$ cat config.mk
export PLATFORM = sky130hd
export DESIGN_NAME = aes_bus_master
export DESIGN_NICKNAME = d
export VERILOG_FILES = /design/src/rtl/aes_bus_pkg.sv /design/src/rtl/aes_bus_poller.sv /design/src/rtl/aes_bus_master.sv
export SDC_FILE = /design/constraint.sdc
export NUM_CORES = 1
export LEC_CHECK = 0
export CORE_AREA = 2 2 258 260
export CTS_CLUSTER_DIAMETER = 30
export DETAILED_ROUTE_END_ITERATION = 8
export DIE_AREA = 0 0 260 262
export GPL_ROUTABILITY_DRIVEN = 0
export HOLD_SLACK_MARGIN = 0.06
export PLACE_DENSITY_LB_ADDON = 0.05
export SLEW_MARGIN = 30
export SYNTH_ARGS = -nofsm -noshare
export SYNTH_HDL_FRONTEND = slang
export SYNTH_HIERARCHICAL = 1
export SYNTH_SLANG_ARGS = --single-unit
$ cat constraint.sdc
create_clock -name clk -period 22.1 [get_ports clk]
set_input_delay 5.525 -clock clk [delete_from_list [all_inputs] [get_ports clk]]
set_output_delay 5.525 -clock clk [all_outputs]
set_load 0.005 [all_outputs]
$ cat src/rtl/aes_bus_pkg.sv
// Shared definitions for the AES register-bus master: slave address map,
// register bit positions and the transaction state encoding.
package aes_bus_pkg;

  localparam logic [7:0] ADDR_CTRL   = 8'h08;
  localparam logic [7:0] ADDR_STATUS = 8'h09;
  localparam logic [7:0] ADDR_CONFIG = 8'h0a;
  localparam logic [7:0] ADDR_KEY    = 8'h10;
  localparam logic [7:0] ADDR_BLOCK  = 8'h20;
  localparam logic [7:0] ADDR_RESULT = 8'h30;

  localparam int CTRL_INIT_BIT     = 0;
  localparam int CTRL_NEXT_BIT     = 1;
  localparam int STATUS_READY_BIT  = 0;
  localparam int STATUS_VALID_BIT  = 1;
  localparam int CONFIG_ENCDEC_BIT = 0;

  // ST_IDLE must stay the all-zero encoding so reset lands there.
  typedef enum logic [3:0] {
    ST_IDLE     = 4'd0,
    ST_WR_CFG   = 4'd1,
    ST_WR_KEY   = 4'd2,
    ST_WR_INIT  = 4'd3,
    ST_WAIT_RDY = 4'd4,
    ST_WR_BLK   = 4'd5,
    ST_WR_NEXT  = 4'd6,
    ST_WAIT_VLD = 4'd7,
    ST_RD_RES   = 4'd8,
    ST_FIN      = 4'd9
  } state_e;

  // 128-bit register word with a single bit set, used for CTRL/CONFIG writes.
  function automatic logic [127:0] bit_word(input int idx, input logic val);
    logic [127:0] w;
    w = '0;
    w[idx] = val;
    return w;
  endfunction

endpackage

$ cat src/rtl/aes_bus_poller.sv
// Gap counter and STATUS poll decision shared by the ready and valid wait
// phases. Poll timeout counter present only with AES_BUS_MASTER_TIMEOUT_EN.
module aes_bus_poller
  import aes_bus_pkg::*;
#(
  parameter int POLL_GAP = 2,
  parameter int TIMEOUT  = 1024
) (
  input  logic       clk,
  input  logic       rst,
  input  logic       active,
  input  logic       wait_valid,
  input  logic [1:0] status,
  output logic       poll_rd,
  output logic       hit,
  output logic       timeout
);

  localparam logic [15:0] GAP_LAST = 16'(POLL_GAP);

  logic [15:0] gap_q, gap_d;
  logic        status_bit;

  // Counters are cleared whenever the phase is not active, so each wait
  // phase starts with a full gap before its first poll.
  assign poll_rd    = active && (gap_q == GAP_LAST);
  assign status_bit = wait_valid ? status[STATUS_VALID_BIT] : status[STATUS_READY_BIT];
  assign hit        = poll_rd && status_bit;

  always_comb begin
    gap_d = gap_q;
    if (!active || poll_rd) begin
      gap_d = '0;
    end else begin
      gap_d = gap_q + 16'd1;
    end
  end

  always_ff @(posedge clk or posedge rst) begin
    if (rst) begin
      gap_q <= '0;
    end else begin
      gap_q <= gap_d;
    end
  end

`ifdef AES_BUS_MASTER_TIMEOUT_EN
  localparam logic [31:0] POLL_LIMIT = 32'(TIMEOUT);

  logic [31:0] polls_q, polls_d;

  always_comb begin
    polls_d = polls_q;
    if (!active) begin
      polls_d = '0;
    end else if (poll_rd && !status_bit) begin
      polls_d = polls_q + 32'd1;
    end
  end

  // Fires on the failed poll that brings the count up to the limit.
  assign timeout = poll_rd && !status_bit && ((polls_q + 32'd1) >= POLL_LIMIT);

  always_ff @(posedge clk or posedge rst) begin
    if (rst) begin
      polls_q <= '0;
    end else begin
      polls_q <= polls_d;
    end
  end
`else
  localparam int TIMEOUT_UNUSED = TIMEOUT;
  assign timeout = 1'b0;
`endif

endmodule

$ cat src/rtl/aes_bus_master.sv
// Register-bus initiator running a full AES transaction against the AES
// register slave. Optional poll timeout enabled by AES_BUS_MASTER_TIMEOUT_EN.
module aes_bus_master
  import aes_bus_pkg::*;
#(
  parameter int POLL_GAP = 2,
  parameter int TIMEOUT  = 1024
) (
  input  logic         clk,
  input  logic         rst,
  input  logic         start,
  input  logic         encdec,
  input  logic         key_reuse,
  input  logic [127:0] key,
  input  logic [127:0] block,
  output logic         busy,
  output logic         done,
  output logic         err,
  output logic [127:0] result,
  output logic         cs,
  output logic         we,
  output logic [7:0]   address,
  output logic [127:0] write_data,
  input  logic [127:0] read_data
);

`ifdef AES_BUS_MASTER_TIMEOUT_EN
  localparam logic TIMEOUT_EN = 1'b1;
`else
  localparam logic TIMEOUT_EN = 1'b0;
`endif

  state_e       state_q, state_d;
  logic         key_loaded_q, key_loaded_d;
  logic         err_q, err_d;
  logic         enc_q, enc_d;
  logic [127:0] key_q, key_d;
  logic [127:0] block_q, block_d;
  logic [127:0] result_q, result_d;

  logic poll_active, poll_rd, poll_hit, poll_timeout;

  assign poll_active = (state_q == ST_WAIT_RDY) || (state_q == ST_WAIT_VLD);

  aes_bus_poller #(
    .POLL_GAP (POLL_GAP),
    .TIMEOUT  (TIMEOUT)
  ) u_poller (
    .clk        (clk),
    .rst        (rst),
    .active     (poll_active),
    .wait_valid (state_q == ST_WAIT_VLD),
    .status     (read_data[1:0]),
    .poll_rd    (poll_rd),
    .hit        (poll_hit),
    .timeout    (poll_timeout)
  );

  // Bus outputs are decoded from the state register alone, so an async
  // reset drops cs in the same cycle.
  always_comb begin
    state_d      = state_q;
    key_loaded_d = key_loaded_q;
    err_d        = err_q;
    enc_d        = enc_q;
    key_d        = key_q;
    block_d      = block_q;
    result_d     = result_q;
    cs           = 1'b0;
    we           = 1'b0;
    address      = '0;
    write_data   = '0;
    done         = 1'b0;

    case (state_q)
      ST_IDLE: begin
        if (start) begin
          enc_d   = encdec;
          key_d   = key;
          block_d = block;
          err_d   = 1'b0;
          state_d = (key_reuse && key_loaded_q) ? ST_WR_BLK : ST_WR_CFG;
        end
      end
      ST_WR_CFG: begin
        cs         = 1'b1;
        we         = 1'b1;
        address    = ADDR_CONFIG;
        write_data = bit_word(CONFIG_ENCDEC_BIT, enc_q);
        state_d    = ST_WR_KEY;
      end
      ST_WR_KEY: begin
        cs         = 1'b1;
        we         = 1'b1;
        address    = ADDR_KEY;
        write_data = key_q;
        state_d    = ST_WR_INIT;
      end
      ST_WR_INIT: begin
        cs           = 1'b1;
        we           = 1'b1;
        address      = ADDR_CTRL;
        write_data   = bit_word(CTRL_INIT_BIT, 1'b1);
        key_loaded_d = 1'b1;
        state_d      = ST_WAIT_RDY;
      end
      ST_WAIT_RDY, ST_WAIT_VLD: begin
        if (poll_rd) begin
          cs      = 1'b1;
          address = ADDR_STATUS;
        end
        if (poll_hit) begin
          state_d = (state_q == ST_WAIT_RDY) ? ST_WR_BLK : ST_RD_RES;
        end else if (poll_timeout) begin
          // The slave may be wedged; force a full key load next time.
          err_d        = 1'b1;
          key_loaded_d = 1'b0;
          state_d      = ST_FIN;
        end
      end
      ST_WR_BLK: begin
        cs         = 1'b1;
        we         = 1'b1;
        address    = ADDR_BLOCK;
        write_data = block_q;
        state_d    = ST_WR_NEXT;
      end
      ST_WR_NEXT: begin
        cs         = 1'b1;
        we         = 1'b1;
        address    = ADDR_CTRL;
        write_data = bit_word(CTRL_NEXT_BIT, 1'b1);
        state_d    = ST_WAIT_VLD;
      end
      ST_RD_RES: begin
        cs       = 1'b1;
        address  = ADDR_RESULT;
        result_d = read_data;
        state_d  = ST_FIN;
      end
      ST_FIN: begin
        done    = 1'b1;
        state_d = ST_IDLE;
      end
      default: begin
        state_d = ST_IDLE;
      end
    endcase
  end

  assign busy   = (state_q != ST_IDLE);
  assign err    = TIMEOUT_EN && (state_q == ST_FIN) && err_q;
  assign result = result_q;

  always_ff @(posedge clk or posedge rst) begin
    if (rst) begin
      state_q      <= ST_IDLE;
      key_loaded_q <= 1'b0;
      err_q        <= 1'b0;
      enc_q        <= 1'b0;
      key_q        <= '0;
      block_q      <= '0;
      result_q     <= '0;
    end else begin
      state_q      <= state_d;
      key_loaded_q <= key_loaded_d;
      err_q        <= err_d;
      enc_q        <= enc_d;
      key_q        <= key_d;
      block_q      <= block_d;
      result_q     <= result_d;
    end
  end

endmodule

## Word level (Yosys, flattened, before mapping)

Index checks and enable logic that the tools add are counted.

- Input bits: 389
- Register bits: 406

- Add/sub/neg operators: 1
- Reduce and logical (&&, ||, !) cells: 14
- Mux-type cells: 14
- Equality and inequality tests: 12

Operators with widths:

| cell | count |
|---|---|
| one-hot mux 128 bit (5 select lines) | 1 |
| one-hot mux 6 bit (6 select lines) | 1 |
| one-hot mux 4 bit (8 select lines) | 1 |
| adder 16 x 1 -> 16 bit (second input constant) | 1 |
| == test 16 x 2 -> 1 bit (second input constant) | 1 |
| == test 4 x 3 -> 1 bit (second input constant) | 4 |
| two-way mux 16 bit | 1 |
| two-way mux 4 bit | 4 |
| == test 4 x 2 -> 1 bit (second input constant) | 2 |
| == test 4 bit (second input constant) | 2 |
| OR reduction 6 bit | 1 |
| OR reduction 5 bit | 1 |
| == test 4 x 1 -> 1 bit (second input constant) | 1 |
| zero test 4 bit | 1 |
| two-way mux 1 bit | 4 |
| inequality test 2 bit (second input constant) | 2 |
| AND reduction 2 bit | 2 |
| nonzero test 4 bit | 1 |
| OR reduction 2 bit | 2 |
| logical AND 1 bit | 3 |
| two-way mux 3 bit | 1 |
| logical OR 1 bit | 2 |
| one-hot mux 1 bit (2 select lines) | 1 |
| zero test 1 bit | 1 |

## Depth between registers and ports, before layout

Gate-level depths: netlist of the first run.

- Depth after elaboration: 6
- Mapped depth: 10
- Gate-level depth less buffers: 9

## Cells and area by module

Netlist of the first run, hierarchy kept.

Modules (own cells, without submodules):

| module | seq. area each (um^2) | area each (um^2) | instances | cells an instance |
|---|---|---|---|---|
| aes_bus_master | 9759.4 | 16250.6 | 1 | 1043 |
| aes_bus_poller | 400.4 | 857.1 | 1 | 89 |

## Least setup slack after synthesis of the first run

No wires, ideal clock.

- Path type: flip-flop to output port
- From: reg state_q[0]
- To: out address[3]
- Stages on the path, launching flop included: 8
- Path slack: 14.998 ns
- Buffers on the path: 1
- Required time: 16.575 ns
- Data arrival time: 1.577 ns
- Cells stage by stage: dfrtp_1 buf_4 xor2_1 nor2_1 inv_1 nor2_1 a21oi_1 a211oi_1

- Word-level cells in the longest chain between the ends: 5
- Elaborated cells on any way between the ends: 14

RTL lines:

| item | RTL line | RTL |
|---|---|---|
| start: declaration | aes_bus_master.sv:33 | `state_e state_q, state_d;` |
| start signal: assignment | aes_bus_master.sv:165 | `state_q <= state_d;` |
| == test 4 x 3 -> 1 bit | aes_bus_master.sv:43 | `assign poll_active = (state_q == ST_WAIT_RDY) \|\| (state_q == ST_WAIT_VLD);` |
| logical OR 1 bit * | aes_bus_master.sv:43 |  |
| via poll_active | aes_bus_master.sv:41 | `logic poll_active, poll_rd, poll_hit, poll_timeout;` |
| logical AND 1 bit * | aes_bus_poller.sv:26 | `assign poll_rd = active && (gap_q == GAP_LAST);` |
| via poll_rd | aes_bus_master.sv:41 |  |
| two-way mux 4 bit * | aes_bus_master.sv:108 | `if (poll_rd) begin` |
| one-hot mux 6 bit (6 select lines) * | aes_bus_master.sv:75 | `case (state_q)` |
| end: declaration | aes_bus_master.sv:22 | `output logic [7:0] address,` |

The timed path passes the listed nets; every way through them passes the cells marked *.

## Final worst setup path of the first run

- From: reg state_q[1]
- To: out write_data[117]

- Word-level cells in the longest chain between the ends: 2
- Elaborated cells on any way between the ends: 6

RTL lines:

| item | RTL line | RTL |
|---|---|---|
| == test 4 x 3 -> 1 bit (tied with other cells) | aes_bus_master.sv:75 |  |
| one-hot mux 128 bit (5 select lines) * | aes_bus_master.sv:75 |  |
| end: declaration | aes_bus_master.sv:23 | `output logic [127:0] write_data,` |

Every way passes the cells marked *; elsewhere a longest branch is shown, timed or not.

==> impl_metrics.csv, run 1 <==
group,metric,value,unit
synth,synth_compound_area_share,7.21,%
clock_tree,clock-root-buffer,"clkbuf_16",
global_routing,grt_pass1_wl,87.1,mm
global_routing,grt_max_degree,162,
drt,dr.pass1.iters,4,
clock_tree,cts_buffer_depth,3,
synth,yosysSeqAreaShare,59.4,%
floorplan,coreArea,0.0653,sq mm
setup_path,path_max_fanout,78,
clock_tree,numCtsBuffers,119,
setup_path,cp.required,16.58,ns
clock_tree,cts_setup_buffers,0,
floorplan,dieArea,0.0681,sq mm
timing,slew_headroom,36.7,%
setup_path,cp_data_arrival_time,4.06,ns
power_and_ir_drop,cellPowerDensity,153,mW/mm^2
synth,synth.distinct_cells,47,
drt,wl,60.3,mm
cells_and_area,syn2layout_area_growth,67.1,%
setup_path,cp_cell_sequence,"nor2b_1 > and2_4 > buf_4 > a22o_1 > clkdlybuf4s50_1",
timing,finalClockSkew,0.0190,ns
power_and_ir_drop,switchingPower,1.21,mW
setup_path,critPathKind,"reg -> out",
setup_path,crit_buf_inv,2,
synth,synth_ff_type,"dfrtp_1",
global_routing,first_global_vias,13512,
drt,drcViolationCount,0,
floorplan,rows,94,
drt,ant_nets,0,
power_and_ir_drop,comb_power_share,29.5,%
setup_path,crit_family,"buffers and inverters",
timing,fin_crit_sh,43.4,%
synth,ys_warn_count,6,
setup_path,slowest_delay,0.80,ns
synth,postSynthCellCount,1132,
setup_path,slowest_stage,"buf_4",
drt,wl_per_cell,21.4,microns
synth,synth_edf_count,0,
global_routing,antenna_found_initial,18,
timing,max_freq,104,MHz
synth,muxShareOfSynthArea,26.1,%
timing,finalCriticalPeriod,9.59,ns
placement,dpl.cell_count,2580,
clock_tree,clock_sinks,406,
timing,finalHoldViolations,0,
cells_and_area,final_area,0.0286,sq mm
timing,setup_viol_count_final,0,
synth,netlist_area,0.0171,sq mm
timing,setup-tns-final,0,ns
clock_tree,path_clk_slew,0.04,ns
synth,async_flop_share,100,%
drt,drt_iter0_drc,459,
power_and_ir_drop,pwr-share-clk,39.7,%
synth,synth-simple-area-share,2.68,%
drt,routed_via_density,4.40,
cells_and_area,final_util,43.8,%
floorplan,dieHeight,262,microns
clock_tree,cts_tree,"yes",
timing,rsz0062_at_grt,"false",
power_and_ir_drop,seqPwrFrac,30.8,%
timing,drv_slew,0,
timing,worst_pin_slew,0.949,ns
setup_path,startpoint_type,"register",
clock_tree,holdBufCountCts,0,
placement,dpl.hpwl,43.6,mm
global_routing,grt_usage,17.2,%
run,drv_cap,0,
status,status,"finished, final reports clean",
power_and_ir_drop,swShare,27.6,%
synth,ys_seq_elements,406,
synth,synthAdderAreaFrac,0.146,%
clock_tree,htree_levels,3,
synth,synth-xor-area-share,0.768,%
power_and_ir_drop,power,4.38,mW
placement,place_area,0.0243,sq mm
cells_and_area,stdcell_count,2813,
clock_tree,insertion_delay,0.65,ns
synth,avgSynthCellArea,15.1,sq um
power_and_ir_drop,internal_power,3.17,mW
power_and_ir_drop,power_leakage,12.1,nW
cells_and_area,drive_gt1_share,20.2,%
floorplan,start_util,26.2,%
placement,portBuffers,653,
global_routing,grt-ovfl-total,0,
power_and_ir_drop,ir_worst_vdd,0.0708,mV
floorplan,die_w,260,microns
hold_path,holdCritPathClass,"reg -> reg",
setup_path,cp-end-kind,"primary output",
cells_and_area,nNetsFinal,2231,
clock_tree,post_cts_resized,0,
floorplan,pin_count,658,
synth,synth_top_family_by_area,"multiplexers",
drt,dr_total_vias,12391,
layout by cell type (no fill, tap or decap), types with 4 or more instances in the layout:
cell	n
mux2_2	127
dfrtp_1	406
mux2_1	228
clkinv_2	29
bufinv_16	13
o21ai_0	5
nor4_1	7
nor2_1	26
mux2_4	30
clkbuf_8	34
nand3_1	6
nand2b_1	4
xor2_1	4
a21oi_1	5
nor2_2	4
conb_1	5
inv_1	10
buf_4	7
clkbuf_1	16
clkdlybuf4s50_1	653
xnor2_1	11
nor3_1	8
nand2_1	7
a22o_1	126
clkbuf_16	119
diode_2	9
power groups by stage:
| stage | sequential, mW | clock (mW) | combinational [mW] |
|---|---|---|---|
| 2_1_floorplan | 1.27 | 0 | 0.652 |
| 3_3_place_gp | 1.37 | 0 | 1.29 |
| 3_5_place_dp | 1.36 | 0 | 1.31 |
| 4_1_cts | 1.35 | 1.78 | 1.32 |
| 5_1_grt | 1.39 | 1.82 | 1.40 |
| 6_report | 1.35 | 1.74 | 1.29 |
metrics by stage:
stage	worst slack [ns]	hold slack, ns
3_5_place_dp	12.97	0.474
6_report	12.51	0.478
2_1_floorplan	5.73	0.464
5_1_grt	12.25	0.494
4_1_cts	12.48	0.483
3_3_place_gp	12.69	0.470
synthesized netlist by cell type, drive strengths merged (3+ instances only):
cell / count / area share [%]
nand2b: 4 / 0.15
clkbuf: 8 / 0.18
a22o: 126 / 6.5
a21oi: 5 / 0.15
xor2: 4 / 0.20
nand3: 7 / 0.23
nand2: 9 / 0.23
inv: 11 / 0.24
xnor2: 11 / 0.56
dfrtp: 406 / 59
a31oi: 3 / 0.11
nor4: 8 / 0.38
nor3: 9 / 0.29
o21ai: 5 / 0.15
nor2: 31 / 0.78
mux2: 385 / 26
nand4: 4 / 0.23
buf: 74 / 3.3
area by class of cell:
class                           instances  area [sq um]
Sequential cell                       406         10200
Multi-Input combinational cell        636          6350
Clock inverter                         52           697
Tap cell                              864          1080
Antenna cell                            9          22.5
Inverter                               11          48.8
Timing Repair Buffer                  666          6730
Clock buffer                          169          3510
Fill cell                            6017         36700
cell families (layout without fill, tap and decap cells):
logic type | after synthesis | in the layout
AOI/OAI and AO/OA | 146 | 146
other | 2 | 14
and+or+nand+nor | 82 | 82
DFF | 406 | 406
adders and majority gates | 2 | 2
buffers and inverters | 93 | 898
xor gates and xnor gates | 15 | 15
muxes | 386 | 386
routing by layer:
| layer | GRT usage (%) | vias up | share of wire, % |
|---|---|---|---|
| li1 | - | 5608 | - |
| met1 | 19.6 | 6198 | 39 |
| met2 | 29.1 | 439 | 51 |
| met3 | 6.22 | 130 | 7.3 |
| met4 | 7.54 | 16 | 2.9 |
| met5 | 0 | - | 0.16 |
final timing paths:
| path | cells past startpoint | endpoint | from | slack (ns) |
|---|---|---|---|---|
| setup / recovery | 5 | write_data[117] | state_q[1] | 12.51 |
| hold / removal | 1 | result[58] | result[58] | 0.48 |
| setup reg to reg | 5 | key_q[3] | state_q[1] | 19.05 |
| hold reg to reg | 1 | result[58] | result[58] | 0.48 |
| max in group asynchronous | 7 | key_q[52] | rst | 14.10 |
| min in group asynchronous | 2 | u_poller/gap_q[0] | rst | 5.46 |
sequential cells by signal, summed over array words and instances (netlist names):
register	count
result	128
key_q	128
u_poller/gap_q	16
state_q	4
enc_q	1
key_loaded_q	1
block_q	128
(Power assumes the default switching activity.)
==> inputs of run 2 (changes only) <==
==> constraint.sdc (replaced) <==
create_clock -name clk -period 8.6 [get_ports clk]
set_input_delay 2.15 -clock clk [delete_from_list [all_inputs] [get_ports clk]]
set_output_delay 2.15 -clock clk [all_outputs]
set_load 0.005 [all_outputs]
==> run 2 against run 1 <==
  * Die area did not move
  * Critical path type unchanged
  * Largest cell class unchanged
  * Clock power grew to 2.7 times the previous value
  * Register-to-register slack lost 13 ns
==> impl_metrics.csv, run 2 (synthesis gave the netlist of run 1 again) <==
group,metric,value,unit
timing,fin_crit_sh,70.1,%
drt,drcViolationCount,0,
drt,dr_total_vias,12447,
hold_path,hold_end,"result[65]",
floorplan,start_util,26.2,%
cells_and_area,syn2layout_area_growth,67.8,%
floorplan,coreArea,0.0653,sq mm
global_routing,antenna_found_initial,28,
timing,drv_slew,0,
hold_path,holdCritPathClass,"reg -> reg",
clock_tree,cts_tree,"yes",
power_and_ir_drop,ir_worst_vdd,0.219,mV
clock_tree,clock_sinks,406,
drt,routed_via_density,4.41,
timing,setup_viol_count_final,0,
clock_tree,cts_setup_buffers,0,
cells_and_area,final_common_cell,"clkdlybuf4s50_1",
floorplan,pin_count,658,
cells_and_area,drive_gt1_share,20.0,%
cells_and_area,nNetsFinal,2232,
setup_path,timing.rr.start,"state_q[1]",
cells_and_area,final_area,0.0287,sq mm
clock_tree,numCtsBuffers,121,
timing,slew_headroom,37.5,%
clock_tree,holdBufCountCts,0,
hold_path,min_from,"result[65]",
floorplan,dieHeight,262,microns
global_routing,grt_pass1_wl,88.4,mm
drt,wl_per_cell,21.7,microns
power_and_ir_drop,cellPowerDensity,398,mW/mm^2
cells_and_area,final_util,44.0,%
timing,finalCriticalPeriod,6.03,ns
timing,finalHoldViolations,0,
clock_tree,cts_buffer_depth,3,
setup_path,startpoint_type,"register",
placement,dpl.hpwl,43.5,mm
status,status,"finished, final reports clean",
hold_path,whs_path_depth,1,
timing,finalClockSkew,0.0236,ns
placement,place_area,0.0243,sq mm
global_routing,grt_max_degree,166,
timing,max_freq,166,MHz
drt,drt_iter0_drc,407,
setup_path,r2r_setup_slack,5.74,ns
power_and_ir_drop,power_leakage,12.1,nW
setup_path,reg2reg_depth,4,
floorplan,rows,94,
clock_tree,insertion_delay,0.65,ns
setup_path,r2r-end,"key_q[123]",
global_routing,grt-ovfl-total,0,
setup_path,cp-end-kind,"primary output",
clock_tree,htree_levels,3,
timing,setup-tns-final,0,ns
placement,place_ws,3.22,ns
clock_tree,post_cts_resized,0,
floorplan,die_w,260,microns
run,drv_cap,0,
setup_path,path_max_fanout,54,
drt,ant_nets,0,
cells_and_area,layout_common_cells,"clkdlybuf4s50_1, dfrtp_1, mux2_1, mux2_2, a22o_1",
placement,portBuffers,653,
floorplan,dieArea,0.0681,sq mm
setup_path,critPathKind,"reg -> out",
drt,dr.pass1.iters,4,
timing,rsz0062_at_grt,"false",
timing,worst_pin_slew,0.937,ns
global_routing,first_global_vias,13432,
setup_path,cp.required,6.45,ns
setup_path,cp_data_arrival_time,3.88,ns
timing,setup_slack,2.57,ns
drt,wl,61.3,mm
clock_tree,path_clk_slew,0.04,ns
clock_tree,clock-root-buffer,"clkbuf_16",
global_routing,grt_usage,17.4,%
power_and_ir_drop,power,11.4,mW
-- run 2: metrics by stage --
step | hold slack [ns] | instances
floorplan | 0.464 | 1135
global placement | 0.470 | 2580
detailed placement | 0.474 | 2581
CTS | 0.483 | 2806
global route | 0.496 | 2818
finish | 0.483 | 2821
-- run 2: area by class of cell --
cell class | count | area, sq um
Inverter | 11 | 45.0
Antenna cell | 14 | 35.0
Fill cell | 6023 | 36600
Sequential cell | 406 | 10200
Clock buffer | 172 | 3540
Tap cell | 864 | 1080
Multi-Input combinational cell | 636 | 6350
Timing Repair Buffer | 665 | 6710
Clock inverter | 53 | 788
-- run 2: power by group --
group | internal, mW | leakage, nW | switching, mW
logic | 2.12 | 5.06 | 1.23
registers | 2.86 | 4.90 | 0.591
clock network | 3.35 | 2.14 | 1.28
-- run 2: how the worst max path moves through the flow --
stage               cells past startpoint  startpoint  slack (ns)         endpoint
floorplan                               1         rst        1.20       block_q[0]
global placement                        5  state_q[1]        3.22  write_data[108]
detailed placement                      6  state_q[1]        3.22   write_data[33]
CTS                                     6  state_q[1]        2.52   write_data[33]
global route                            6  state_q[1]        2.34   write_data[32]
finish                                  6  state_q[1]        2.57   write_data[24]
-- run 2: routing by layer --
layer  routed length (microns)  vias to the layer above  GRT usage, %
li1                          -                     5614             -
met5                       172                        -             0
met4                      1620                       26          6.61
met1                     23600                     6232          19.6
met3                      5040                      136          7.20
met2                     30800                      439          29.5
-- run 2: critical path: stages, from the launching register on --
cell	delay (ns)
dfrtp_1	0.68
nor2b_1	0.32
and2_4	0.56
buf_12	0.28
buf_4	0.53
a22o_1	0.24
clkdlybuf4s50_1	0.51
==> inputs of run 3 (changes only) <==
==> constraint.sdc (replaced) <==
create_clock -name clk -period 4.9 [get_ports clk]
set_input_delay 1.225 -clock clk [delete_from_list [all_inputs] [get_ports clk]]
set_output_delay 1.225 -clock clk [all_outputs]
set_load 0.005 [all_outputs]
==> run 3 against run 2 <==
  * Sequential share of layout area up 0.085 points
  * Core utilization down 0.11 points
  * Final cell count about the same
  * Critical path depth up 1
  * Power up 72%
  * Clock skew down 0.0013 ns
  * First-iteration DRC count up 5.7%
  * Hold slack worse by 0.0019 ns
  * Register-to-register slack worse by 3.6 ns
==> impl_metrics.csv, run 3 (synthesis gave the netlist of run 1 again) <==
group,metric,value,unit
drt,wl,60.4,mm
clock_tree,path_clk_slew,0.04,ns
clock_tree,clock-root-buffer,"clkbuf_16",
setup_path,startpoint_type,"register",
drt,drt_iter0_drc,430,
power_and_ir_drop,power_leakage,12.1,nW
clock_tree,holdBufCountCts,0,
floorplan,dieHeight,262,microns
run,drv_cap,0,
cells_and_area,final_common_cell,"clkdlybuf4s50_1",
drt,dr.pass1.iters,4,
cells_and_area,stdcell_count,2823,
floorplan,coreArea,0.0653,sq mm
placement,dpl.hpwl,44.8,mm
clock_tree,numCtsBuffers,118,
cells_and_area,drive_gt1_share,19.9,%
setup_path,cp_data_arrival_time,3.20,ns
setup_path,critPathKind,"reg -> out",
drt,routed_via_density,4.39,
cells_and_area,n_fill_cell,6049,
setup_path,r2r_setup_slack,2.19,ns
floorplan,start_util,26.2,%
drt,routed-wl-met3,4.80,mm
timing,worst_pin_slew,0.924,ns
power_and_ir_drop,ir_worst_vdd,0.345,mV
floorplan,die_w,260,microns
global_routing,grt_pass1_wl,87.7,mm
floorplan,pin_count,658,
drt,wl_met2,30.9,mm
timing,max_freq,226,MHz
global_routing,first_global_vias,13624,
cells_and_area,syn2layout_area_growth,67.4,%
global_routing,grt_usage,17.3,%
drt,wl_per_cell,21.4,microns
global_routing,grt_max_degree,88,
timing,drv_slew,0,
floorplan,dieArea,0.0681,sq mm
cells_and_area,final_area,0.0286,sq mm
setup_path,path_max_fanout,15,
setup_path,cp-end-kind,"primary output",
cells_and_area,nNetsFinal,2239,
global_routing,antenna_found_initial,17,
drt,ant_nets,0,
global_routing,grt-ovfl-total,0,
power_and_ir_drop,cellPowerDensity,687,mW/mm^2
drt,wl_met1,23.0,mm
placement,portBuffers,653,
floorplan,rows,94,
cells_and_area,final_util,43.9,%
cells_and_area,layout_common_cells,"clkdlybuf4s50_1, dfrtp_1, mux2_1, mux2_2, a22o_1",
timing,rsz0062_at_grt,"false",
clock_tree,post_cts_resized,0,
drt,topRoutingLayerUsed,"met5",
placement,place_ws,1.11,ns
drt,dr_total_vias,12406,
timing,finalClockSkew,0.0224,ns
clock_tree,cts_tree,"yes",
timing,setup_slack,0.476,ns
timing,finalHoldViolations,0,
clock_tree,cts_buffer_depth,3,
drt,drcViolationCount,0,
power_and_ir_drop,power,19.7,mW
clock_tree,htree_levels,3,
status,status,"finished, final reports clean",
placement,place_area,0.0245,sq mm
timing,fin_crit_sh,90.3,%
timing,slew_headroom,38.4,%
setup_path,cp.required,3.67,ns
clock_tree,cts_setup_buffers,0,
clock_tree,insertion_delay,0.64,ns
hold_path,holdCritPathClass,"reg -> reg",
clock_tree,clock_sinks,406,
timing,setup_viol_count_final,0,
placement,dpl.cell_count,2592,
timing,finalCriticalPeriod,4.42,ns
## run 3: area by class of cell
cell class,instances,area (sq um),area share (%)
timing repair buffer,675,6860,24.0
tap,864,1080,3.77
sequential,406,10200,35.5
inverter,11,45.0,0.157
clock inverter,48,668,2.33
antenna,14,35.0,0.122
multi-input combinational,636,6350,22.2
clock buffer,169,3440,12.0
## run 3: path summary, 6_finish.rpt
check / start / end / depth (start not counted)
max reg2reg: state_q[2] / state_q[2] / 8
min: result[62] / result[62] / 1
max: state_q[2] / address[3] / 7
max in group asynchronous: rst / block_q[63] / 3
min reg2reg: result[62] / result[62] / 1
min in group asynchronous: rst / u_poller/gap_q[3] / 2
## run 3: worst max-delay path, cell delays in order, from the launching register on
cell	delay [ns]
dfrtp_1	0.64
nand2b_1	0.25
nor2_1	0.43
inv_1	0.11
nor2_1	0.21
a21oi_1	0.10
a211oi_1	0.24
clkdlybuf4s50_1	0.59
## run 3: stage by stage
stage | setup TNS [ns] | hold WS (ns)
global route | 0 | 0.504
global placement | 0 | 0.472
floorplan | -612.65 | 0.464
CTS | 0 | 0.484
finish | 0 | 0.481
detailed placement | 0 | 0.474
## run 3: report_power, final
| group | internal [mW] | switching (mW) |
|---|---|---|
| sequential | 5.01 | 1.06 |
| clock | 5.53 | 2.17 |
| combinational | 3.77 | 2.14 |
## run 3: layer usage
layer | vias to the layer above | track usage (%)
met1 | 6230 | 19.7
met3 | 115 | 6.38
met2 | 421 | 29.6
met5 | - | 0
met4 | 14 | 6.96
li1 | 5626 | -
